==> config.mk <==
export PLATFORM = sky130hd
export DESIGN_NAME = muldiv_issue
export DESIGN_NICKNAME = d
export VERILOG_FILES = /design/src/rtl/muldiv_issue_pkg.sv /design/src/rtl/muldiv_issue.sv
export SDC_FILE = /design/constraint.sdc
export NUM_CORES = 1
export LEC_CHECK = 0
export ABC_AREA = 1
export ABC_CLOCK_PERIOD_IN_PS = 6900
export CAP_MARGIN = 15
export CORE_ASPECT_RATIO = 1.25
export CORE_UTILIZATION = 35
export DETAILED_ROUTE_END_ITERATION = 10
export PLACE_DENSITY = 0.72
export SLEW_MARGIN = 20
export SYNTH_ARGS = -nofsm -noshare
export SYNTH_HDL_FRONTEND = slang
export SYNTH_SLANG_ARGS = --single-unit
==> constraint.sdc <==
create_clock -name clk -period 6.9 [get_ports clk]
set_clock_uncertainty 0.05 [all_clocks]
set_input_delay 1.38 -clock clk [delete_from_list [all_inputs] [get_ports clk]]
set_output_delay 1.38 -clock clk [all_outputs]
set_load 0.02 [all_outputs]
==> src/rtl/muldiv_issue_pkg.sv <==
// rtl/muldiv_issue_pkg.sv - shared MDU op codes, issue FSM states and op helpers
package muldiv_issue_pkg;

    localparam int MT_W = 3;

    localparam logic [MT_W-1:0] mtNone             = 3'd0;
    localparam logic [MT_W-1:0] mtMultiply         = 3'd1;
    localparam logic [MT_W-1:0] mtMultiplyUnsigned = 3'd2;
    localparam logic [MT_W-1:0] mtDivide           = 3'd3;
    localparam logic [MT_W-1:0] mtDivideUnsigned   = 3'd4;
    localparam logic [MT_W-1:0] mtMSUB             = 3'd5;
    localparam logic [MT_W-1:0] mtSetHI            = 3'd6;
    localparam logic [MT_W-1:0] mtSetLO            = 3'd7;

    typedef enum logic [1:0] {
        ST_IDLE = 2'd0,
        ST_PEND = 2'd1,
        ST_BUSY = 2'd2
    } mdi_state_e;

    // Set-class ops are applied by the MDU on the start edge and never raise busy.
    function automatic logic is_set_op(input logic [MT_W-1:0] op);
        return (op == mtSetHI) || (op == mtSetLO);
    endfunction

endpackage

==> src/rtl/muldiv_issue.sv <==
// rtl/muldiv_issue.sv - issue/interlock stage in front of the HI/LO multiply-divide unit
module muldiv_issue
    import muldiv_issue_pkg::*;
#(
    parameter int DATA_WIDTH = 32,
    parameter int OP_WIDTH   = 3,
    parameter int CNT_WIDTH  = 32
) (
    input  logic                  clk,
    input  logic                  reset,
    input  logic                  ex_valid,
    input  logic [OP_WIDTH-1:0]   ex_op,
    input  logic [DATA_WIDTH-1:0] ex_A,
    input  logic [DATA_WIDTH-1:0] ex_B,
    input  logic                  ex_readHI,
    input  logic                  ex_readLO,
    input  logic                  flush,
    input  logic                  md_busy,
    input  logic [DATA_WIDTH-1:0] md_HI,
    input  logic [DATA_WIDTH-1:0] md_LO,
    output logic                  md_start,
    output logic [OP_WIDTH-1:0]   md_ctrl,
    output logic [DATA_WIDTH-1:0] md_A,
    output logic [DATA_WIDTH-1:0] md_B,
    output logic                  stall,
    output logic [DATA_WIDTH-1:0] rdata,
    output logic [CNT_WIDTH-1:0]  stall_count
);

    mdi_state_e            state_q, state_d;
    logic                  md_start_q, md_start_d;
    logic [OP_WIDTH-1:0]   md_ctrl_q, md_ctrl_d;
    logic [DATA_WIDTH-1:0] md_a_q, md_a_d;
    logic [DATA_WIDTH-1:0] md_b_q, md_b_d;
    logic [CNT_WIDTH-1:0]  stall_count_q, stall_count_d;

    logic req, rd, quiet, accept, stall_w;

    // HI/LO are only trustworthy with nothing in flight, or once busy has dropped.
    always_comb begin
        req     = ex_valid & ~flush & (ex_op != OP_WIDTH'(mtNone));
        rd      = ex_valid & ~flush & (ex_readHI | ex_readLO);
        quiet   = (state_q == ST_IDLE) | ((state_q == ST_BUSY) & ~md_busy);
        accept  = req & quiet;
        stall_w = (req | rd) & ~quiet;
    end

    always_ff @(posedge clk or posedge reset) begin
        if (reset) begin
            state_q <= ST_IDLE;
        end else begin
            state_q <= state_d;
        end
    end

    always_comb begin
        state_d = state_q;
        case (state_q)
            ST_IDLE: begin
                if (accept) state_d = ST_PEND;
            end
            ST_PEND: begin
                state_d = is_set_op(MT_W'(md_ctrl_q)) ? ST_IDLE : ST_BUSY;
            end
            ST_BUSY: begin
                if (!md_busy) state_d = accept ? ST_PEND : ST_IDLE;
            end
            default: state_d = ST_IDLE;
        endcase
    end

    always_comb begin
        md_start_d    = accept;
        md_ctrl_d     = md_ctrl_q;
        md_a_d        = md_a_q;
        md_b_d        = md_b_q;
        stall_count_d = stall_count_q;
        if (accept) begin
            md_ctrl_d = ex_op;
            md_a_d    = ex_A;
            md_b_d    = ex_B;
        end
        if (stall_w && (stall_count_q != {CNT_WIDTH{1'b1}})) begin
            stall_count_d = stall_count_q + CNT_WIDTH'(1);
        end
    end

    always_ff @(posedge clk or posedge reset) begin
        if (reset) begin
            md_start_q    <= 1'b0;
            md_ctrl_q     <= OP_WIDTH'(mtNone);
            md_a_q        <= '0;
            md_b_q        <= '0;
            stall_count_q <= '0;
        end else begin
            md_start_q    <= md_start_d;
            md_ctrl_q     <= md_ctrl_d;
            md_a_q        <= md_a_d;
            md_b_q        <= md_b_d;
            stall_count_q <= stall_count_d;
        end
    end

    assign md_start    = md_start_q;
    assign md_ctrl     = md_ctrl_q;
    assign md_A        = md_a_q;
    assign md_B        = md_b_q;
    assign stall       = stall_w;
    assign rdata       = ex_readHI ? md_HI : md_LO;
    assign stall_count = stall_count_q;

endmodule

==> impl_metrics.ini, run 1 <==
[yosys]
post_synth_instance_area_sq_um = 5220
synth.ff_latch_count = 102
yosys_warns = 0
syn_inst = 687
synth_sequential_area_ratio_pct = 48.90
post_synth_net_total = 826
library_cells_used_by_synthesis = 25
postSynthAreaPerCell_sq_um = 7.598

[floorplanning]
die_h_um = 138.5
core_area_sq_um = 14470
floorplan.die.width_um = 111.2
effective_utilization_at_floorplan_pct = 36.08
io-pin-count = 271
die-area_sq_um = 15410
rows = 49

[worst_setup_path]
critical_path_cell_sequence = clkdlybuf4s50_1 > buf_4 > mux2_2 > clkdlybuf4s50_1
timing.reg2reg.worst_path_depth = 10
cp_data_arrival_time_ns = 3.59
critical_path_sink = rdata[22]
critical_path.startpoint = ex_readHI
peak_per_stage_delay_on_the_critical_path_ns = 0.87
crit_slowest_cell = sky130_fd_sc_hd__clkdlybuf4s50_1
largest_fanout_on_the_critical_path = 20
path_common_cell = sky130_fd_sc_hd__clkdlybuf4s50_1
worst-r2r-setup-slack_ns = 4.55
cp-end-kind = output pin
launch_point_of_the_worst_reg_to_reg_path = stall_count[0]
timing_worst_setup_path_type = in2out
timing.critical_path.required_ns = 5.47
r2r_end = stall_count[26]
start_kind = input port

[sta]
timing_hold_violations_final = 0
post-route-min-period_ns = 5.020
finalSetupViolations = 0
timing.final.crit_share_pct = 72.75
unrepaired_setup_endpoints_after_global_routing = false
drv_slew = 0
setup_total_negative_slack_ns = 0
slew_headroom_pct = 45.95
slew_worst_pin_ns = 0.8107
max_clock_freq_mhz = 199.2

[route]
remaining_drc_errors = 20
wl_met3_um = 1535
routedLengthMet1_um = 7022
drt-vias-per-instance = 4.621
total_via_count_after_detailed_routing = 5222
detail_route.iter0.violations = 267
top_layer_used = met4
postRouteWirelength_um = 16870
final_antenna_net_count = 0
wl_per_cell_um = 14.93
route.met2.wl_um = 7855
drtPass1Iterations = 10

[worst_hold_path]
hp-start = md_A[7]
min-delay-path-class = reg2reg

[clocking]
clock_sinks = 102
h-tree-depth = 3
postCtsSetupRepairBufs = 0
cts_hold_buffers = 0
cts.repair.resized = 0
clk_pin_slew_worst_paths_ns = 0.07
numCtsBuffers = 9
root_buffer = sky130_fd_sc_hd__clkbuf_16
number_of_buffers_on_the_longest_clock_path = 2
clock_tree_from_tritoncts = done
clkLatencyLatePin_ns = 0.35

[finish]
area_growth_syn_to_layout_pct = 60.00
drive_gt1_share_pct = 6.933
num-nets-final = 1087
layout.cells.most_common = sky130_fd_sc_hd__nand2_1
layout.cells.most_common_list = sky130_fd_sc_hd__nand2_1, sky130_fd_sc_hd__clkdlybuf4s50_1, sky130_fd_sc_hd__dfrtp_1, sky130_fd_sc_hd__nor2_1, sky130_fd_sc_hd__inv_1
antenna_cells_inserted = 0
final_core_utilization_pct = 57.72

[global_route]
globalRoute.totalOverflow = 0
grt_max_degree = 71
global_route.usage.total_pct = 22.77
global_route_wire_length_before_repair_um = 27200
antenna_found_initial = 0
first_global_vias = 5165

[placement]
gpl.final_weighted_congestion = 0.8905
post-dp-hpwl_um = 12840
placement.io_buffers = 270

[power]
powerDensity_nw_per_um2 = 223.3
power_leakage_nw = 3.834
power.ir.vdd_worst_mv = 0.1564

[run_status]
run_status = complete, but fails checks
violations_in_the_final_reports = DRC

[run]
maxCapViolations = 0
## routing by layer
metal,vias up,GRT usage (%)
met5,-,0
met1,2376,28.18
met3,31,8.260
met4,0,9.815
met2,188,35.72
li1,2627,-
## through the flow
| step | hold slack [ns] | total power [mW] | instance area (sq um) | setup WS [ns] | cells |
|---|---|---|---|---|---|
| 5_1_grt | 0.4559 | 1.961 | 8352 | 1.794 | 1130 |
| 6_report | 0.4322 | 1.865 | 8352 | 1.880 | 1130 |
| 3_5_place_dp | 0.4142 | 1.368 | 8063 | 1.920 | 1115 |
| 2_1_floorplan | 0.4594 | 1.025 | 5220 | 2.795 | 687 |
| 3_3_place_gp | 0.4107 | 1.363 | 8063 | 1.955 | 1115 |
| 4_1_cts | 0.4332 | 1.887 | 8352 | 1.916 | 1130 |
## power breakdown
| part | internal, mW | total, mW | leakage (nW) | switching, mW |
|---|---|---|---|---|
| logic | 0.305 | 0.606 | 2.38 | 0.301 |
| registers | 0.690 | 0.750 | 1.31 | 0.0605 |
| clock network | 0.281 | 0.508 | 0.139 | 0.227 |
| total | 1.28 | 1.86 | 3.83 | 0.589 |
## logic make-up (layout without fill, tap and decap cells)
| logic type | after synthesis | after routing | share of synthesized area, % |
|---|---|---|---|
| XOR/XNOR | 10 | 10 | 1.678 |
| flip-flops | 102 | 102 | 48.90 |
| multiplexers | 32 | 32 | 6.903 |
| adder cells (fa/ha/maj) | 1 | 1 | 0.2397 |
| buffers and inverters | 65 | 330 | 5.297 |
| AO/OA/AOI/OAI | 8 | 8 | 0.7669 |
| AND/OR/NAND/NOR | 469 | 469 | 36.22 |
## worst min path at each step
stage | to | slack [ns] | cells past startpoint
2_1_floorplan | state_q[1] | 0.46 | 3
3_3_place_gp | md_B[16] | 0.41 | 2
3_5_place_dp | md_A[19] | 0.41 | 2
4_1_cts | md_A[7] | 0.43 | 2
5_1_grt | md_A[31] | 0.46 | 2
6_report | md_A[7] | 0.43 | 2
## layout make-up
| cell class | count | area, sq um |
|---|---|---|
| clock inverters | 5 | 60.06 |
| flip-flops and latches | 102 | 2552 |
| repair buffers | 274 | 2733 |
| fillers | 1333 | 6117 |
| well taps | 178 | 222.7 |
| inverters | 41 | 158.9 |
| multi-input cells | 520 | 2396 |
| clock buffers | 10 | 229.0 |
## flip-flops by register name (all words and copies together) (netlist names)
name and count:
md_A 32, md_B 32, stall_count 32, state_q 2, md_ctrl 3, md_start 1
## synthesized netlist by cell type
library cell | number | share of area, %
sky130_fd_sc_hd__nor2_2 | 4 | 0.48
sky130_fd_sc_hd__mux2_2 | 32 | 6.9
sky130_fd_sc_hd__ha_1 | 1 | 0.24
sky130_fd_sc_hd__nor2_8 | 1 | 0.38
sky130_fd_sc_hd__nand2_1 | 362 | 26
sky130_fd_sc_hd__nor2_1 | 57 | 4.1
sky130_fd_sc_hd__and3_1 | 1 | 0.12
sky130_fd_sc_hd__buf_6 | 1 | 0.22
sky130_fd_sc_hd__xor2_1 | 6 | 1.0
sky130_fd_sc_hd__nand2_4 | 2 | 0.43
sky130_fd_sc_hd__nand2_2 | 2 | 0.24
sky130_fd_sc_hd__dfrtp_1 | 102 | 49
sky130_fd_sc_hd__nand3_1 | 26 | 2.5
sky130_fd_sc_hd__nand3b_1 | 3 | 0.43
sky130_fd_sc_hd__a21oi_1 | 3 | 0.29
sky130_fd_sc_hd__buf_2 | 9 | 0.86
sky130_fd_sc_hd__inv_4 | 1 | 0.12
sky130_fd_sc_hd__clkbuf_1 | 11 | 0.79
sky130_fd_sc_hd__o21ai_0 | 5 | 0.48
sky130_fd_sc_hd__nor2_4 | 2 | 0.43
sky130_fd_sc_hd__xnor2_1 | 4 | 0.67
sky130_fd_sc_hd__nand4_1 | 9 | 1.1
sky130_fd_sc_hd__inv_2 | 1 | 0.072
sky130_fd_sc_hd__inv_1 | 39 | 2.8
sky130_fd_sc_hd__buf_4 | 3 | 0.43
## worst max-delay path, delay by kind of cell
kind / cells / cell delay [ns]
mux: 1 / 0.38
buf+inv: 3 / 1.81
Note: power is estimated with default switching activity, not from simulation.
==> run 2, diff against run 1 <==
--- a/config.mk
+++ b/config.mk
@@ -6,7 +6,7 @@
 export NUM_CORES = 1
 export LEC_CHECK = 0
 export ABC_AREA = 1
-export ABC_CLOCK_PERIOD_IN_PS = 6900
+export ABC_CLOCK_PERIOD_IN_PS = 4770
 export CAP_MARGIN = 15
 export CORE_ASPECT_RATIO = 1.25
 export CORE_UTILIZATION = 35
==> constraint.sdc (replaced) <==
create_clock -name clk -period 4.77 [get_ports clk]
set_clock_uncertainty 0.05 [all_clocks]
set_input_delay 0.954 -clock clk [delete_from_list [all_inputs] [get_ports clk]]
set_output_delay 0.954 -clock clk [all_outputs]
set_load 0.02 [all_outputs]
==> run 2 against run 1 <==
Compared with the run above: the flow still finishes with violations (DRC); highest routed layer unchanged; hold slack got worse by 0.0032 ns; final cell count rose by 0.27%; sequential power rose by 44%.
==> impl_metrics.ini, run 2 (synthesis results as in run 1) <==
[finish]
drive_gt1_share_pct = 7.120
layout.area.seq_sq_um = 2552
area_growth_syn_to_layout_pct = 60.79
fin_cells = 1133
multi_input_area_sq_um = 2396
num-fill-cells = 1334
antenna_cells_inserted = 0
layout.cells.most_common_list = sky130_fd_sc_hd__nand2_1, sky130_fd_sc_hd__clkdlybuf4s50_1, sky130_fd_sc_hd__dfrtp_1, sky130_fd_sc_hd__nor2_1, sky130_fd_sc_hd__inv_1
layout.cells.most_common = sky130_fd_sc_hd__nand2_1
num-nets-final = 1089

[power]
p_total_mw = 2.754
p_seq_share_pct = 39.4
sw_frac_of_total_pct = 30.93
power.ir.vdd_worst_mv = 0.3223
powerDensity_nw_per_um2 = 328.2
p_sw_mw = 0.8519
power.combinational.fraction_pct = 31.9
power_leakage_nw = 3.859
power_frac_clock_pct = 28.7
p_int_mw = 1.902

[sta]
timing_hold_violations_final = 0
finalSetupViolations = 0
final.setup.worst_slack_ns = 0.9120
max_clock_freq_mhz = 259.2
finalHoldWorstSlack_ns = 0.4290
slew_worst_pin_ns = 0.9244
unrepaired_setup_endpoints_after_global_routing = false
slew_headroom_pct = 38.37
setup_total_negative_slack_ns = 0
timing.final.crit_share_pct = 80.88
drv_slew = 0
post-route-min-period_ns = 3.858

[route]
wl_per_cell_um = 15.04
detail_route.iter0.violations = 355
remaining_drc_errors = 20
total_via_count_after_detailed_routing = 5280
final_antenna_net_count = 0
postRouteWirelength_um = 17040
drtPass1Iterations = 8
drt-vias-per-instance = 4.660

[clocking]
cts_hold_buffers = 0
h-tree-depth = 3
clock_tree_from_tritoncts = done
postCtsSetupRepairBufs = 0
root_buffer = sky130_fd_sc_hd__clkbuf_16
clkLatencyLatePin_ns = 0.35
clock_sinks = 102
numCtsBuffers = 9
clk_pin_slew_worst_paths_ns = 0.07
number_of_buffers_on_the_longest_clock_path = 2
cts.repair.resized = 0

[worst_setup_path]
worst-r2r-setup-slack_ns = 2.41
cp-end-kind = output pin
timing.critical_path.required_ns = 3.77
largest_fanout_on_the_critical_path = 20
start_kind = input port
timing.reg2reg.worst_path_depth = 10
launch_point_of_the_worst_reg_to_reg_path = stall_count[1]
r2r_end = stall_count[31]
timing_worst_setup_path_type = in2out
cp_data_arrival_time_ns = 2.85

[floorplanning]
rows = 49
effective_utilization_at_floorplan_pct = 36.08
die_h_um = 138.5
io-pin-count = 271
die-area_sq_um = 15410
core_area_sq_um = 14470
floorplan.die.width_um = 111.2

[worst_hold_path]
worstHoldEndpoint = md_A[2]
hp-start = md_A[2]
min-delay-path-class = reg2reg
hold-path-cell-count = 2

[global_route]
globalRoute.totalOverflow = 0
grt_max_degree = 76
global_route.usage.total_pct = 23.31
global_route_wire_length_before_repair_um = 28020
first_global_vias = 5480
antenna_found_initial = 0

[run]
maxCapViolations = 0

[placement]
gpl.final_weighted_congestion = 0.9166
placed_cells_incl_taps = 1117
post-dp-hpwl_um = 13000
preCtsSetupSlack_ns = 0.9173
placement.io_buffers = 270

[run_status]
violations_in_the_final_reports = DRC
run_status = complete, but fails checks
## run 2: changes by cell type in the layout (fill, tap and decap cells not counted)
cell | previous run | this run
sky130_fd_sc_hd__clkinvlp_4 | 1 | 0
sky130_fd_sc_hd__bufinv_16 | 1 | 2
sky130_fd_sc_hd__clkbuf_1 | 1 | 2
sky130_fd_sc_hd__buf_4 | 4 | 6
## run 2: final cells by class
class,instances,share of cell area (%)
repair buffers,276,32.74
multi-input cells,520,28.55
flip-flops and latches,102,30.41
well taps,178,2.654
inverters,41,1.893
clock buffers,11,2.773
clock inverters,5,0.9839
## run 2: through the flow
step | util, % | area [sq um]
after floorplan | - | 5220
after global placement | 55.83 | 8078
after detailed placement | 55.83 | 8078
after CTS | 58.01 | 8393
after global routing | 58.01 | 8393
final | 58.01 | 8393
## run 2: how the worst max path moves through the flow
stage | to | cells past startpoint | startpoint
2_1_floorplan | md_A[0] | 1 | reset
3_3_place_gp | rdata[20] | 5 | ex_readHI
3_5_place_dp | rdata[15] | 5 | ex_readHI
4_1_cts | rdata[15] | 5 | ex_readHI
5_1_grt | stall | 7 | ex_readHI
6_report | rdata[25] | 5 | ex_readHI
## run 2: power by group through the flow
stage / Combinational, mW / Sequential, mW / Clock [mW]
after global routing: 0.947 / 1.10 / 0.844
after global placement: 0.882 / 1.09 / 0
final: 0.879 / 1.08 / 0.790
after floorplan: 0.230 / 1.25 / 0
after detailed placement: 0.889 / 1.09 / 0
after CTS: 0.890 / 1.09 / 0.811
## run 2: critical path, cell delays in order
cell	delay (ns)
sky130_fd_sc_hd__clkdlybuf4s50_1	0.45
sky130_fd_sc_hd__buf_4	0.21
sky130_fd_sc_hd__buf_4	0.31
sky130_fd_sc_hd__mux2_2	0.38
sky130_fd_sc_hd__clkdlybuf4s50_1	0.54
## run 2: per-layer routing
layer	share of wire (%)	global-route usage [%]
met1	40	27.54
met3	9.4	8.435
met4	2.4	9.744
met2	48	38.26
met5	0	0
